===== src/rtl/serial_pkg.sv =====
// Shared types and constants for the serial frame receiver.
// Holds the FSM state type, default width and parity modes.
package serial_pkg;

  typedef enum logic [1:0] {
    ST_IDLE   = 2'd0,
    ST_DATA   = 2'd1,
    ST_PARITY = 2'd2,
    ST_DONE   = 2'd3
  } rx_state_t;

  localparam int DEF_WIDTH = 4;

  localparam bit PAR_NONE = 1'b0;
  localparam bit PAR_EVEN = 1'b1;

endpackage


===== src/rtl/rx_out_buffer.sv =====
// One-entry output holding register with valid/ready and overrun pulse.
// Ports: i_load/i_data/i_perr in, out_ready in, out_* / overrun out.
module rx_out_buffer #(
  parameter int WIDTH = 4
) (
  input  logic             clk,
  input  logic             reset,
  input  logic             i_load,
  input  logic [WIDTH-1:0] i_data,
  input  logic             i_perr,
  input  logic             out_ready,
  output logic [WIDTH-1:0] out_data,
  output logic             out_valid,
  output logic             par_err,
  output logic             overrun
);

  logic [WIDTH-1:0] r_data;
  logic             r_valid;
  logic             r_perr;
  logic             r_ovr;
  logic             w_take;

  // Slot is free if empty or being drained this same cycle.
  assign w_take = !r_valid || out_ready;

  always_ff @(posedge clk) begin
    if (reset) begin
      r_data  <= '0;
      r_valid <= 1'b0;
      r_perr  <= 1'b0;
      r_ovr   <= 1'b0;
    end else begin
      r_ovr <= 1'b0;
      if (i_load) begin
        if (w_take) begin
          r_data  <= i_data;
          r_perr  <= i_perr;
          r_valid <= 1'b1;
        end else begin
          r_ovr <= 1'b1;
        end
      end else if (r_valid && out_ready) begin
        r_valid <= 1'b0;
      end
    end
  end

  assign out_data  = r_data;
  assign out_valid = r_valid;
  assign par_err   = r_perr;
  assign overrun   = r_ovr;

endmodule


===== src/rtl/serial_frame_receiver.sv =====
// Serial frame receiver: start bit, WIDTH data bits MSB first, opt. parity.
// Ports: clk, reset, serial_in, bit_en, out_ready in; out_data, out_valid, par_err, overrun, busy out.
module serial_frame_receiver
  import serial_pkg::*;
#(
  parameter int WIDTH     = DEF_WIDTH,
  parameter bit PARITY_EN = PAR_EVEN
) (
  input  logic             clk,
  input  logic             reset,
  input  logic             serial_in,
  input  logic             bit_en,
  input  logic             out_ready,
  output logic [WIDTH-1:0] out_data,
  output logic             out_valid,
  output logic             par_err,
  output logic             overrun,
  output logic             busy
);

  localparam int CW = (WIDTH > 1) ? $clog2(WIDTH) : 1;

  rx_state_t        r_state;
  logic [CW-1:0]    r_cnt;
  logic [WIDTH-1:0] r_shift;
  logic             r_perr;

  logic [WIDTH-1:0] w_shift_nxt;
  logic [CW-1:0]    w_last;
  logic             w_done;

  // Shift form that also works for WIDTH=1.
  assign w_shift_nxt = (r_shift << 1) | WIDTH'(serial_in);
  assign w_last      = CW'(WIDTH - 1);
  assign w_done      = (r_state == ST_DONE);

  always_ff @(posedge clk) begin
    if (reset) begin
      r_state <= ST_IDLE;
      r_cnt   <= '0;
      r_shift <= '0;
      r_perr  <= 1'b0;
    end else begin
      unique case (r_state)
        ST_IDLE: begin
          if (bit_en && serial_in) begin
            r_state <= ST_DATA;
            r_cnt   <= '0;
            r_perr  <= 1'b0;
          end
        end
        ST_DATA: begin
          if (bit_en) begin
            r_shift <= w_shift_nxt;
            r_cnt   <= r_cnt + CW'(1);
            if (r_cnt == w_last) begin
              r_state <= PARITY_EN ? ST_PARITY : ST_DONE;
            end
          end
        end
        ST_PARITY: begin
          if (bit_en) begin
            r_perr  <= serial_in ^ (^r_shift);
            r_state <= ST_DONE;
          end
        end
        ST_DONE: r_state <= ST_IDLE;
        default: r_state <= ST_IDLE;
      endcase
    end
  end

  assign busy = (r_state != ST_IDLE);

  rx_out_buffer #(
    .WIDTH(WIDTH)
  ) u_buf (
    .clk      (clk),
    .reset    (reset),
    .i_load   (w_done),
    .i_data   (r_shift),
    .i_perr   (r_perr),
    .out_ready(out_ready),
    .out_data (out_data),
    .out_valid(out_valid),
    .par_err  (par_err),
    .overrun  (overrun)
  );

endmodule

===== config.mk =====
export PLATFORM = sky130hd
export DESIGN_NAME = serial_frame_receiver
export DESIGN_NICKNAME = d
export VERILOG_FILES = /design/src/rtl/serial_pkg.sv /design/src/rtl/rx_out_buffer.sv /design/src/rtl/serial_frame_receiver.sv
export SDC_FILE = /design/constraint.sdc
export NUM_CORES = 1
export LEC_CHECK = 0
export BUFFER_PORTS_ARGS = -buffer_cell sky130_fd_sc_hd__buf_4
export CAP_MARGIN = 5
export CORE_MARGIN = 8
export CORE_UTILIZATION = 53
export CTS_CLUSTER_DIAMETER = 60
export CTS_CLUSTER_SIZE = 30
export DETAILED_ROUTE_END_ITERATION = 8
export PLACE_DENSITY = 0.75
export SYNTH_ARGS = -nofsm -noshare
export SYNTH_HDL_FRONTEND = slang
export SYNTH_HIERARCHICAL = 1
export SYNTH_SLANG_ARGS = --single-unit

===== constraint.sdc =====
create_clock -name clk -period 1.7 [get_ports clk]
set_input_delay 0.425 -clock clk [delete_from_list [all_inputs] [get_ports clk]]
set_output_delay 0.425 -clock clk [all_outputs]
set_load 0.01 [all_outputs]

==> flow_metrics.env <==
export IMPL_cts_setup_buffers=0
export IMPL_p_per_area_nw_per_um2=770
export IMPL_grt_pass1_wl_um=2650
export IMPL_fillerInstances=124
export IMPL_worstSkewPairLatency_ns=0.29
export IMPL_whs_path_depth=3
export IMPL_grt_pass1_vias=635
export IMPL_hp_class="input port to register"
export IMPL_drive_gt1_frac=0.255
export IMPL_fmax_mhz=622
export IMPL_ir_worst_vdd_v=0.000351
export IMPL_cts_clk_slew_worst_paths_ns=0.10
export IMPL_status="finished, final reports clean"
export IMPL_yosysUniqueCellTypes=32
export IMPL_die_h_um=55.6
export IMPL_drt_initial_drc_count=10
export IMPL_crit_path_end_kind="output port"
export IMPL_swShare=0.246
export IMPL_cpMostUsedCell="inv_1"
export IMPL_internal_power_w=0.000559
export IMPL_cts_root_buf="clkbuf_4"
export IMPL_drc=0
export IMPL_maxCapViolations=0
export IMPL_p_seq_frac=0.523
export IMPL_period_share=0.946
export IMPL_tightest_slew_ns=0.249
export IMPL_port_buffers=12
export IMPL_r2r_end="r_state[1]"
export IMPL_rsz0062_at_grt="no"
export IMPL_num_rows=14
export IMPL_dieArea_sq_um=3090
export IMPL_antenna_found_initial=0
export IMPL_io_pins=13
export IMPL_p_clk_frac=0.339
export IMPL_ys_ff_latch=16
export IMPL_cp_arrival_ns=1.18
export IMPL_rr_worst_depth=5
export IMPL_syn_inst=85
export IMPL_critPathSlowestCell="dfxtp_2"
export IMPL_tns_ns=0
export IMPL_switchingPower_w=0.000182
export IMPL_period_needed_ns=1.61
export IMPL_clkSinkCount=16
export IMPL_startpoint_type="register"
export IMPL_first_pass_iters=4
export IMPL_yosysWarnings=6
export IMPL_finalHoldViolCount=0
export IMPL_slew_violations=0
export IMPL_synth_cell_area_sq_um=831
export IMPL_startpoint="r_state[0]"
export IMPL_antenna_cells=0
export IMPL_cts_tree="built"
export IMPL_syn2layout_area_growth_pct=16.0
export IMPL_grt_max_degree=23
export IMPL_crit_family="flip-flops"
export IMPL_routed_wl_um=1500
export IMPL_min_from="serial_in"
export IMPL_fin_nets=109
export IMPL_start_util=0.558
export IMPL_yosysSeqAreaShare=0.386
export IMPL_critPathRequiredTime_ns=1.27
export IMPL_critPathMaxFanout=5
export IMPL_gp_congestion=0.854
export IMPL_hpwl_um=1080
export IMPL_syn_area_per_cell_sq_um=9.77
export IMPL_finClkSkew_ns=0.00599
export IMPL_reg2reg_from="r_state[0]"
export IMPL_antenna_left=0
export IMPL_synth_nets=95
export IMPL_dp_cells=110
export IMPL_slowest_delay_ns=0.35
export IMPL_critical_path_endpoint="busy"
export IMPL_core_area_sq_um=1490
export IMPL_die_x_um=55.6
export IMPL_fin_cells=114
export IMPL_power_leakage_nw=0.380
export IMPL_cts_path_max_buffers=2
export IMPL_power_frac_comb=0.138
export IMPL_cts_buffers=3
export IMPL_vias_per_cell=5.39
export IMPL_grt_total_usage=0.103
export IMPL_vias=614
export IMPL_h_tree_depth=1
export IMPL_crit_chain="inv_1, ha_1, inv_1, buf_4"
export IMPL_grt_overflow_total=0
export IMPL_wl_per_cell_um=13.2
export IMPL_max_slew_margin=0.834
export IMPL_path_depth=4
export IMPL_setup_viol=0
export IMPL_r2r_setup_slack_ns=0.10
export IMPL_path_class="register to output port"
export IMPL_crit_buf_inv=3
==> tightest hold or removal path: stages <==
cell	delay, ns
buf_4	0.14
nand3_1	0.06
a21oi_1	0.05
==> placed cells by master (no fill, tap or decap), types with 2 or more instances in the layout <==
cell type / n
dfxtp_1: 14
buf_4: 13
nand2b_1: 11
a21oi_1: 8
nand2_1: 5
ha_1: 5
mux2i_1: 5
inv_1: 4
nand3_1: 4
clkbuf_4: 3
o31ai_1: 2
mux2_2: 2
xnor2_1: 2
dfxtp_2: 2
==> sequential cells by signal, indices dropped and copies added, names as in the netlist <==
signal and cells:
r_perr 1, r_cnt 2, u_buf/out_valid 1, r_shift 4, r_state 2, u_buf/par_err 1, u_buf/overrun 1, u_buf/out_data 4
==> through the flow <==
step / util / setup slack [ns] / area (sq um) / power [W] / hold slack [ns]
global route: 0.647 / 0.0112 / 963 / 0.000777 / 0.449
finish: 0.647 / 0.0914 / 963 / 0.000742 / 0.429
detailed placement: 0.621 / 0.0775 / 925 / 0.000497 / 0.466
global placement: 0.621 / 0.158 / 925 / 0.000495 / 0.458
CTS: 0.645 / 0.0288 / 961 / 0.000753 / 0.423
floorplan: - / 0.174 / 831 / 0.000469 / 0.450
==> logic make-up (layout without fill, tap and decap cells) <==
kind of cell,Yosys count,count (layout),share of synthesized area
AND/OR/NAND/NOR,27,27,0.196
adder cells (fa/ha/maj),5,5,0.0753
XOR/XNOR,3,3,0.0482
multiplexers,7,7,0.0873
flip-flops,16,16,0.386
buffers and inverters,9,22,0.0512
AO/OA/AOI/OAI,18,18,0.157
==> power by group through the flow <==
stage	Combinational [W]	Sequential (W)	Clock, W
after floorplan	0.0000745	0.000395	0
after global placement	0.0000996	0.000395	0
after detailed placement	0.000100	0.000396	0
after CTS	0.000102	0.000387	0.000263
after global routing	0.000114	0.000389	0.000274
final	0.000102	0.000388	0.000252
==> cell type report <==
class | instances | area, sq um | area share
multi-input cells | 60 | 468 | 0.486
flip-flops and latches | 16 | 323 | 0.335
repair buffers | 13 | 97.6 | 0.101
clock buffers | 4 | 36.3 | 0.0377
well taps | 16 | 20.0 | 0.0208
inverters | 5 | 18.8 | 0.0195
==> cell usage after synthesis, drive strengths merged <==
| master | number | share of area |
|---|---|---|
| nand4b | 1 | 0.011 |
| a21oi | 8 | 0.048 |
| nand3b | 1 | 0.0090 |
| clkbuf | 2 | 0.011 |
| xnor3 | 1 | 0.027 |
| dfxtp | 16 | 0.39 |
| o21ai | 1 | 0.0060 |
| a211o | 1 | 0.011 |
| mux2i | 5 | 0.060 |
| mux2 | 2 | 0.027 |
| nand2 | 5 | 0.023 |
| a311oi | 1 | 0.011 |
| nor2 | 1 | 0.0045 |
| nand3 | 4 | 0.024 |
| nand2b | 11 | 0.083 |
| xnor2 | 2 | 0.021 |
| a21boi | 2 | 0.032 |
| nand4 | 1 | 0.0075 |
| inv | 5 | 0.023 |
| o31ai | 2 | 0.018 |
| a21bo | 1 | 0.012 |
| buf | 2 | 0.018 |
| ha | 5 | 0.075 |
| nor2b | 1 | 0.0075 |
| a31oi | 1 | 0.0075 |
| and4bb | 1 | 0.015 |
| o21ba | 1 | 0.012 |
| or4b | 1 | 0.012 |
==> how the worst min path moves through the flow <==
| stage | end |
|---|---|
| floorplan | r_shift[3] |
| CTS | r_shift[0] |
| global placement | u_buf/out_data[0] |
| global route | r_state[0] |
| detailed placement | u_buf/out_data[3] |
| finish | r_shift[0] |
==> repair_timing <==
| item | 4_1_cts | 5_1_grt |
|---|---|---|
| hold buffers | 0 | 0 |
| gates resized for setup | 0 | 2 |
| setup endpoints to repair | 0 | 2 |
==> per-layer routing <==
layer | up-vias | track usage | part of all wire
met5 | - | 0 | 0
met4 | 0 | 0.0634 | 0.0067
met3 | 2 | 0.0479 | 0.076
met2 | 13 | 0.149 | 0.44
met1 | 277 | 0.119 | 0.48
li1 | 322 | - | -
(Power assumes the default switching activity.)
